### config.mk
export PLATFORM = sky130hd
export DESIGN_NAME = cpu_ctrl_fsm_flat
export DESIGN_NICKNAME = d
export VERILOG_FILES = /design/src/rtl/cpu_ctrl_fsm_pkg.sv /design/src/rtl/cpu_ctrl_fsm_if.sv /design/src/rtl/cpu_ctrl_fsm.sv /design/src/flat_wrapper.sv
export SDC_FILE = /design/constraint.sdc
export NUM_CORES = 1
export LEC_CHECK = 0
export CELL_PAD_IN_SITES_DETAIL_PLACEMENT = 1
export CELL_PAD_IN_SITES_GLOBAL_PLACEMENT = 1
export CORE_ASPECT_RATIO = 0.7
export CORE_MARGIN = 2
export CORE_UTILIZATION = 35
export DETAILED_ROUTE_END_ITERATION = 6
export PLACE_DENSITY_LB_ADDON = 0.3
export SLEW_MARGIN = 40
export SYNTH_ARGS = -nofsm -noshare
export SYNTH_HDL_FRONTEND = slang
export SYNTH_SLANG_ARGS = --single-unit
### constraint.sdc
create_clock -name clk -period 3.03 [get_ports clk]
set_clock_uncertainty 0.05 [all_clocks]
set_input_delay 0.909 -clock clk [delete_from_list [all_inputs] [get_ports clk]]
set_output_delay 0.909 -clock clk [all_outputs]
set_load 0.005 [all_outputs]
### src/rtl/cpu_ctrl_fsm_pkg.sv
// cpu_ctrl_pkg: opcodes, ALU codes and FSM states shared by the control unit, ALU and bench
package cpu_ctrl_pkg;
  localparam logic [3:0] OPC_ADD   = 4'b0000;
  localparam logic [3:0] OPC_SUB   = 4'b0001;
  localparam logic [3:0] OPC_LOAD  = 4'b0100;
  localparam logic [3:0] OPC_STORE = 4'b0101;
  localparam logic [3:0] OPC_JUMP  = 4'b1000;
  localparam logic [3:0] OPC_BEQ   = 4'b1101;
  localparam logic [3:0] OPC_BGT   = 4'b1110;
  localparam logic [3:0] OPC_BLT   = 4'b1111;
  localparam logic [3:0] ALU_ADD   = 4'b1000;
  localparam logic [3:0] ALU_SUB   = 4'b0010;
  typedef enum logic [2:0] {FETCH, DECODE, EXEC, MEM, WB} state_t;
endpackage

### src/rtl/cpu_ctrl_fsm_if.sv
// cpu_ctrl_fsm_if: fetch handshake, RAM/ALU/register-file/PC controls of the control unit
interface cpu_ctrl_fsm_if #(
  parameter int INSTR_W = 16,
  parameter int OPC_W   = 4,
  parameter int REG_AW  = 2,
  parameter int ADDR_W  = 8
);
  logic               instr_valid;
  logic [INSTR_W-1:0] instruction;
  logic               instr_ready;
  logic               branch_check;
  logic               mem_ready;
  logic [OPC_W-1:0]   alu_code;
  logic               ram_read;
  logic               ram_write;
  logic [ADDR_W-1:0]  ram_adr;
  logic               reg_read;
  logic               reg_write;
  logic [REG_AW-1:0]  reg1;
  logic [REG_AW-1:0]  reg2;
  logic               pc_inc;
  logic               pc_jump;
  logic               pc_branch;
  logic               illegal;
  logic               mem_err;
  modport master (
    input  instr_valid, instruction, branch_check, mem_ready,
    output instr_ready, alu_code, ram_read, ram_write, ram_adr, reg_read, reg_write,
           reg1, reg2, pc_inc, pc_jump, pc_branch, illegal, mem_err
  );
  modport slave (
    output instr_valid, instruction, branch_check, mem_ready,
    input  instr_ready, alu_code, ram_read, ram_write, ram_adr, reg_read, reg_write,
           reg1, reg2, pc_inc, pc_jump, pc_branch, illegal, mem_err
  );
endinterface

### src/rtl/cpu_ctrl_fsm.sv
// cpu_ctrl_fsm: multi-cycle fetch/decode/execute/memory/writeback control unit for the 16-bit CPU
module cpu_ctrl_fsm
  import cpu_ctrl_pkg::*;
#(
  parameter int INSTR_W     = 16,
  parameter int OPC_W       = 4,
  parameter int REG_AW      = 2,
  parameter int ADDR_W      = 8,
  parameter int MEM_TIMEOUT = 15
) (
  input logic            clk,
  input logic            rst_n,
  cpu_ctrl_fsm_if.master bus
);
  localparam int CW = $clog2(MEM_TIMEOUT + 1);
  state_t              r_state, w_state_nxt;
  logic [INSTR_W-1:0]  r_ir;
  logic [CW-1:0]       r_cnt, w_cnt_nxt, w_cnt_inc;
  logic [OPC_W-1:0]    w_opc;
  logic [REG_AW-1:0]   w_rs1, w_rs2;
  logic [ADDR_W-1:0]   w_addr;
  logic                w_add, w_sub, w_ld, w_st, w_jmp, w_br, w_alu, w_legal, w_timeout;
  assign w_opc     = r_ir[INSTR_W-1 -: OPC_W];
  assign w_rs1     = r_ir[INSTR_W-OPC_W-1 -: REG_AW];
  assign w_rs2     = r_ir[INSTR_W-OPC_W-REG_AW-1 -: REG_AW];
  assign w_addr    = r_ir[ADDR_W-1:0];
  assign w_add     = w_opc == OPC_W'(OPC_ADD);
  assign w_sub     = w_opc == OPC_W'(OPC_SUB);
  assign w_ld      = w_opc == OPC_W'(OPC_LOAD);
  assign w_st      = w_opc == OPC_W'(OPC_STORE);
  assign w_jmp     = w_opc == OPC_W'(OPC_JUMP);
  assign w_br      = w_opc == OPC_W'(OPC_BEQ) || w_opc == OPC_W'(OPC_BGT) || w_opc == OPC_W'(OPC_BLT);
  assign w_alu     = w_add || w_sub;
  assign w_legal   = w_alu || w_ld || w_st || w_jmp || w_br;
  assign w_cnt_inc = r_cnt + 1'b1;
  // the access has used up its budget when this MEM cycle brings the count to MEM_TIMEOUT
  assign w_timeout = w_cnt_inc == CW'(MEM_TIMEOUT);
  always_ff @(posedge clk) begin
    if (!rst_n) begin
      r_state <= FETCH;
      r_ir    <= '0;
      r_cnt   <= '0;
    end else begin
      r_state <= w_state_nxt;
      r_cnt   <= w_cnt_nxt;
      if (r_state == FETCH && bus.instr_valid) r_ir <= bus.instruction;
    end
  end
  always_comb begin
    w_state_nxt     = r_state;
    w_cnt_nxt       = r_cnt;
    bus.instr_ready = 1'b0;
    bus.alu_code    = '0;
    bus.ram_read    = 1'b0;
    bus.ram_write   = 1'b0;
    bus.ram_adr     = '0;
    bus.reg_read    = 1'b0;
    bus.reg_write   = 1'b0;
    bus.reg1        = '0;
    bus.reg2        = '0;
    bus.pc_inc      = 1'b0;
    bus.pc_jump     = 1'b0;
    bus.pc_branch   = 1'b0;
    bus.illegal     = 1'b0;
    bus.mem_err     = 1'b0;
    if (rst_n) begin
      case (r_state)
        FETCH: begin
          bus.instr_ready = 1'b1;
          w_state_nxt     = bus.instr_valid ? DECODE : FETCH;
        end
        DECODE: begin
          bus.reg1     = w_rs1;
          bus.reg2     = w_rs2;
          bus.reg_read = w_alu || w_st || w_br;
          bus.illegal  = !w_legal;
          bus.pc_inc   = !w_legal;
          w_state_nxt  = w_legal ? EXEC : FETCH;
        end
        EXEC: begin
          if (w_alu) begin
            bus.alu_code = w_add ? OPC_W'(ALU_ADD) : OPC_W'(ALU_SUB);
            bus.reg1     = w_rs1;
            bus.reg2     = w_rs2;
            w_state_nxt  = WB;
          end else if (w_ld || w_st) begin
            bus.ram_adr   = w_addr;
            bus.ram_read  = w_ld;
            bus.ram_write = w_st;
            w_cnt_nxt     = '0;
            w_state_nxt   = MEM;
          end else begin
            bus.pc_jump   = w_jmp;
            bus.alu_code  = w_br ? w_opc : '0;
            bus.reg1      = w_br ? w_rs1 : '0;
            bus.reg2      = w_br ? w_rs2 : '0;
            bus.pc_branch = w_br && bus.branch_check;
            bus.pc_inc    = w_br && !bus.branch_check;
            bus.ram_adr   = (w_jmp || bus.branch_check) ? w_addr : '0;
            w_state_nxt   = FETCH;
          end
        end
        MEM: begin
          bus.ram_adr   = w_addr;
          bus.ram_read  = w_ld;
          bus.ram_write = w_st;
          w_cnt_nxt     = w_cnt_inc;
          bus.mem_err   = !bus.mem_ready && w_timeout;
          bus.pc_inc    = bus.mem_ready ? w_st : w_timeout;
          w_state_nxt   = bus.mem_ready ? (w_ld ? WB : FETCH) : (w_timeout ? FETCH : MEM);
        end
        WB: begin
          bus.reg_write = 1'b1;
          bus.reg1      = w_rs1;
          bus.pc_inc    = 1'b1;
          w_state_nxt   = FETCH;
        end
        default: w_state_nxt = FETCH;
      endcase
    end
  end
endmodule

### src/flat_wrapper.sv
// flat-port wrapper written by rule: the top's interface ports become plain ports
module cpu_ctrl_fsm_flat import cpu_ctrl_pkg::*;
#(
  parameter int INSTR_W     = 16,
  parameter int OPC_W       = 4,
  parameter int REG_AW      = 2,
  parameter int ADDR_W      = 8,
  parameter int MEM_TIMEOUT = 15
)
  (clk, rst_n, bus_instr_valid, bus_instruction, bus_branch_check, bus_mem_ready, bus_instr_ready, bus_alu_code, bus_ram_read, bus_ram_write, bus_ram_adr, bus_reg_read, bus_reg_write, bus_reg1, bus_reg2, bus_pc_inc, bus_pc_jump, bus_pc_branch, bus_illegal, bus_mem_err);
  cpu_ctrl_fsm_if #(.INSTR_W(INSTR_W), .OPC_W(OPC_W), .REG_AW(REG_AW), .ADDR_W(ADDR_W)) bus_i ();
  input logic clk;
  input logic rst_n;
  input wire logic [$bits(bus_i.instr_valid)-1:0] bus_instr_valid;
  input wire logic [$bits(bus_i.instruction)-1:0] bus_instruction;
  input wire logic [$bits(bus_i.branch_check)-1:0] bus_branch_check;
  input wire logic [$bits(bus_i.mem_ready)-1:0] bus_mem_ready;
  output wire logic [$bits(bus_i.instr_ready)-1:0] bus_instr_ready;
  output wire logic [$bits(bus_i.alu_code)-1:0] bus_alu_code;
  output wire logic [$bits(bus_i.ram_read)-1:0] bus_ram_read;
  output wire logic [$bits(bus_i.ram_write)-1:0] bus_ram_write;
  output wire logic [$bits(bus_i.ram_adr)-1:0] bus_ram_adr;
  output wire logic [$bits(bus_i.reg_read)-1:0] bus_reg_read;
  output wire logic [$bits(bus_i.reg_write)-1:0] bus_reg_write;
  output wire logic [$bits(bus_i.reg1)-1:0] bus_reg1;
  output wire logic [$bits(bus_i.reg2)-1:0] bus_reg2;
  output wire logic [$bits(bus_i.pc_inc)-1:0] bus_pc_inc;
  output wire logic [$bits(bus_i.pc_jump)-1:0] bus_pc_jump;
  output wire logic [$bits(bus_i.pc_branch)-1:0] bus_pc_branch;
  output wire logic [$bits(bus_i.illegal)-1:0] bus_illegal;
  output wire logic [$bits(bus_i.mem_err)-1:0] bus_mem_err;
  assign bus_i.instr_valid = bus_instr_valid;
  assign bus_i.instruction = bus_instruction;
  assign bus_i.branch_check = bus_branch_check;
  assign bus_i.mem_ready = bus_mem_ready;
  assign bus_instr_ready = bus_i.instr_ready;
  assign bus_alu_code = bus_i.alu_code;
  assign bus_ram_read = bus_i.ram_read;
  assign bus_ram_write = bus_i.ram_write;
  assign bus_ram_adr = bus_i.ram_adr;
  assign bus_reg_read = bus_i.reg_read;
  assign bus_reg_write = bus_i.reg_write;
  assign bus_reg1 = bus_i.reg1;
  assign bus_reg2 = bus_i.reg2;
  assign bus_pc_inc = bus_i.pc_inc;
  assign bus_pc_jump = bus_i.pc_jump;
  assign bus_pc_branch = bus_i.pc_branch;
  assign bus_illegal = bus_i.illegal;
  assign bus_mem_err = bus_i.mem_err;
  cpu_ctrl_fsm #(.INSTR_W(INSTR_W), .OPC_W(OPC_W), .REG_AW(REG_AW), .ADDR_W(ADDR_W), .MEM_TIMEOUT(MEM_TIMEOUT)) u_core (.clk(clk), .rst_n(rst_n), .bus(bus_i));
endmodule
Word-level counts from Yosys, hierarchy flattened
Index checks and enable logic that the tools add are counted.
{ "classes": {"add_sub_neg": 1, "multipliers": 0, "div_mod_pow": 0, "order_cmp": 0, "eq_ne": 14, "shifts": 0, "muxes": 63, "n_bitwise": 0, "reduce_logical": 23} }
{ "op_table": {"columns": ["operator", "count"], "rows": [
  ["$mux W4", 8],
  ["$mux W8", 4],
  ["$mux W1", 29],
  ["$mux W2", 11],
  ["$eq A4 B4 Y1 const B", 5],
  ["$pmux W8 S2", 1],
  ["$pmux W3 S4", 1],
  ["$logic_or A1 B1 Y1", 11],
  ["$mux W3", 3],
  ["$eq A4 B3 Y1 const B", 2],
  ["$pmux W2 S2", 2],
  ["$pmux W4 S2", 1],
  ["$eq A3 B2 Y1 const B", 2],
  ["$add A4 B1 Y4 const B", 1],
  ["$eq A4 B1 Y1 const B", 1],
  ["$logic_and A1 B1 Y1", 4],
  ["$logic_not A4 Y1", 1],
  ["$pmux W1 S2", 2],
  ["$pmux W1 S4", 1],
  ["$eq A3 B1 Y1 const B", 1],
  ["$eq A3 B3 Y1 const B", 1],
  ["$logic_not A1 Y1", 3],
  ["$logic_not A3 Y1", 1],
  ["$reduce_and A3 Y1", 1],
  ["other kinds (4)", 4]
]} }
{ "totals": {"regBits": 23, "latchBits": 0, "ram_bits": 0, "mem_bits_ro": 0, "in_bits": 21, "out_inout_bits": 26, "elab_cells": 104, "mem_count": 0} }

Depth between registers and ports, before layout
{ "depth": {"depth_word": 9, "depth_mapped": 6} }

Worst setup path after synthesis
No wires, ideal clock.
{ "synth_path": {"path_type": "input-to-output", "start": "in rst_n", "end": "out bus_alu_code[0]", "arrival_ps": 1756, "path_slack_ps": 315, "cell_stages": 5, "path_buffers": 1, "cell_sequence": "buf_2 > nand3b_4 > or2_1 > nor2_1 > and2_1"} }
{ "synth_via": {"elab_chain_cells": 1} }
{ "synth_rtl": {"columns": ["item", "line", "text"], "rows": [
  ["start: declaration", "flat_wrapper.sv:13", "input logic rst_n;"],
  ["$mux W4", "cpu_ctrl_fsm.sv:66", "if (rst_n) begin"],
  ["end: declaration", "flat_wrapper.sv:19", "output wire logic [$bits(bus_i.alu_code)-1:0] bus_alu_code;"]
]} }
Every way passes these cells.

Worst setup path after layout
{ "layout_path": {"start": "in rst_n", "end": "out bus_reg_read"} }
{ "layout_via": {"elab_chain_cells": 1} }
{ "layout_rtl": {"columns": ["item", "line", "text"], "rows": [
  ["$mux W1", "cpu_ctrl_fsm.sv:66", null],
  ["end: declaration", "flat_wrapper.sv:23", "output wire logic [$bits(bus_i.reg_read)-1:0] bus_reg_read;"]
]} }
Every way passes these cells.

==> results.yml <==
status:
  status: "complete, no violations"
setup_path:
  critPathKind: "input pin to output pin"
  required_ns: 2.07
  cp_max_fo: 6
  critical_path_arrival_ns: 2.02
  crit_path_start_kind: "input pin"
  critPathCaptureType: "output pin"
sta:
  slew_headroom_pct: 57.06
  hold_viol_final: 0
  rsz0062_at_grt: "no"
  setup_tns_ns: 0
  timing.fmax_mhz: 335.8
  final-max-slew-violation-count: 0
  whs_ns: 0.4181
  period_share_pct: 98.28
  tightest_slew_ns: 0.6422
  setup_viol: 0
  period_minus_slack_ns: 2.978
clocking:
  h-tree-depth: 1
  cts_root_buffer: "clkbuf_8"
  cts.clk_slew.worst_paths_ns: 0.08
  cts_inserted_buffers: 3
  clock_path_buffers: 2
  holdBufCountCts: 0
  clkSinkCount: 23
  clk-insertion-delay-late_ns: 0.27
  cts_tree: "built"
power_and_ir_drop:
  swShare_pct: 30.08
  power_per_cell_area_nw_per_um2: 343.1
  seqPwrFrac_pct: 44.8
  p_int_mw: 0.5319
  p_switching_mw: 0.2288
  power.total_mw: 0.7607
  ir_drop_mv: 0.2483
  p_clk_share_pct: 25.4
  leakagePower_nw: 0.9122
  p_comb_share_pct: 29.8
finish:
  syn2layout_area_growth_pct: 53.42
  insertedDiodeCount: 0
  nets: 278
  layout-drive-gt1-share_pct: 21.26
  fin_util_pct: 56.18
die:
  ios: 47
  rows: 19
  die_w_um: 80.80
  die_h_um: 57.76
  start_util_pct: 36.62
  core_um2: 3946
  dieArea_um2: 4667
drt:
  routedWlPerCell_um: 15.99
  drc: 0
  vias: 1569
  firstDrtPassIters: 4
  totalWireLength_um: 4892
  drtAntennaViolNets: 0
  via_per_inst: 5.127
  drt-initial-drc-count: 60
job:
  maxCapViolations: 0
logic_synthesis:
  synth_edf_count: 0
  synthCells: 187
  ys_types: 41
  synth_xor_area_share_pct: 0
  synth_top_family_by_area: "simple AND/OR/NAND/NOR gates"
  synth_common_cells: "nand2_1, dfxtp_1, a21boi_0"
  synth_compound_area_share_pct: 24.16
  synth-seq-cells: 23
  ys_warn_count: 0
  ys_async_sr_fraction_pct: 0
  synth_nets: 210
  yosys-top-cells-area: "dfxtp_1, a21boi_0, nand2_1, nor3b_1, nor2b_1"
  synth_top_area_cell: "dfxtp_1"
  synth_top_area_share_pct: 31.86
  syn_area_per_cell_um2: 7.728
  ys_seq_area_share_pct: 31.86
  netlist_area_um2: 1445
  synth_flop_cell: "dfxtp_1"
  synth-simple-area-share_pct: 36.62
  synth_fa_ha_area_share_pct: 1.732
  synth_most_common_cell: "nand2_1"
  synthMuxAreaShare_pct: 0
grt:
  grt.overflow.total: 0
  grt_pass1_vias: 1529
  antenna_found_initial: 0
  grt_max_degree: 20
  grt_pass1_wl_um: 7569
  grt_use_total_pct: 20.86
placed_design:
  gp_congestion: 0.7903
  hpwl_um: 3275
  numPortBuffers: 46
worst_hold_path:
  hold_class: "flip-flop to flip-flop"
-- per-stage QoR --
stage | setup slack (ns) | cells | cell area (um^2)
3_3_place_gp | -0.6182 | 290 | 2028
6_report | 0.05203 | 306 | 2217
2_1_floorplan | 0.3154 | 187 | 1445
3_5_place_dp | -0.6759 | 290 | 2028
4_1_cts | -0.1168 | 298 | 2136
5_1_grt | 0.004104 | 306 | 2217
-- final timing paths --
kind                                   startpoint              to  slack (ns)  cells after the start
worst min-delay path               u_core.r_ir[4]  u_core.r_ir[4]        0.42                      2
worst max register to register  u_core.r_state[1]  u_core.r_ir[2]        1.30                      5
worst min register to register     u_core.r_ir[4]  u_core.r_ir[4]        0.42                      2
worst max-delay path                        rst_n    bus_reg_read        0.05                      5
-- layout by cell type, fill, tap and decap left out, types with 4 or more instances in the layout --
master and n:
a21boi_0 19, a21oi_1 6, and2_1 4, buf_4 29, clkdlybuf4s50_1 26, dfxtp_1 21
dlygate4sd2_1 16, nand2_1 40, nand2b_1 4, nand3_1 5, nor2_1 8, nor2b_1 7
nor3b_1 8, o21ai_0 7
-- flip-flops by register name (all words and copies together) (netlist names) --
name            flops
u_core.r_ir        16
u_core.r_cnt        4
u_core.r_state      3
-- cell families after synthesis --
logic type / Yosys count
simple gates: 97
compound gates: 50
flops: 23
fa+ha+maj: 2
buf+inv: 15
-- routing by layer --
| layer | share of wire, % | global-route usage [%] | routed length, um | vias to the layer above |
|---|---|---|---|---|
| met3 | 4.5 | 4.050 | 221 | 2 |
| met1 | 49 | 30.95 | 2394 | 743 |
| met4 | 0.45 | 2.179 | 22 | 0 |
| li1 | - | - | - | 784 |
| met2 | 46 | 32.59 | 2254 | 40 |
| met5 | 0 | 0 | 0 | - |
-- power by group through the flow --
stage / clock [mW] / sequential [mW] / combinational (mW)
finish: 0.194 / 0.341 / 0.226
global route: 0.217 / 0.343 / 0.249
detailed placement: 0 / 0.349 / 0.178
floorplan: 0 / 0.338 / 0.112
CTS: 0.198 / 0.342 / 0.199
global placement: 0 / 0.348 / 0.175
-- area by class of cell --
class	instances	area (um^2)
flip-flops and latches	23	467.9
fillers	501	1729
well taps	52	65.06
inverters	3	11.26
multi-input cells	149	975.9
repair buffers	75	651.9
clock buffers	4	45.04
-- worst max-delay path, stage by stage --
cell and delay, ns:
buf_4 0.13, nand2b_2 0.16, nor2_4 0.15, a21boi_2 0.17, clkdlybuf4s50_1 0.51
-- repair_timing --
item / CTS / global route
hold endpoints to repair: 0 / 0
setup buffers: 4 / 8
pin swaps: 4 / 3
setup endpoints to repair: 26 / 12
resized for setup: 38 / 13
Note: power is estimated with default switching activity, not from simulation.
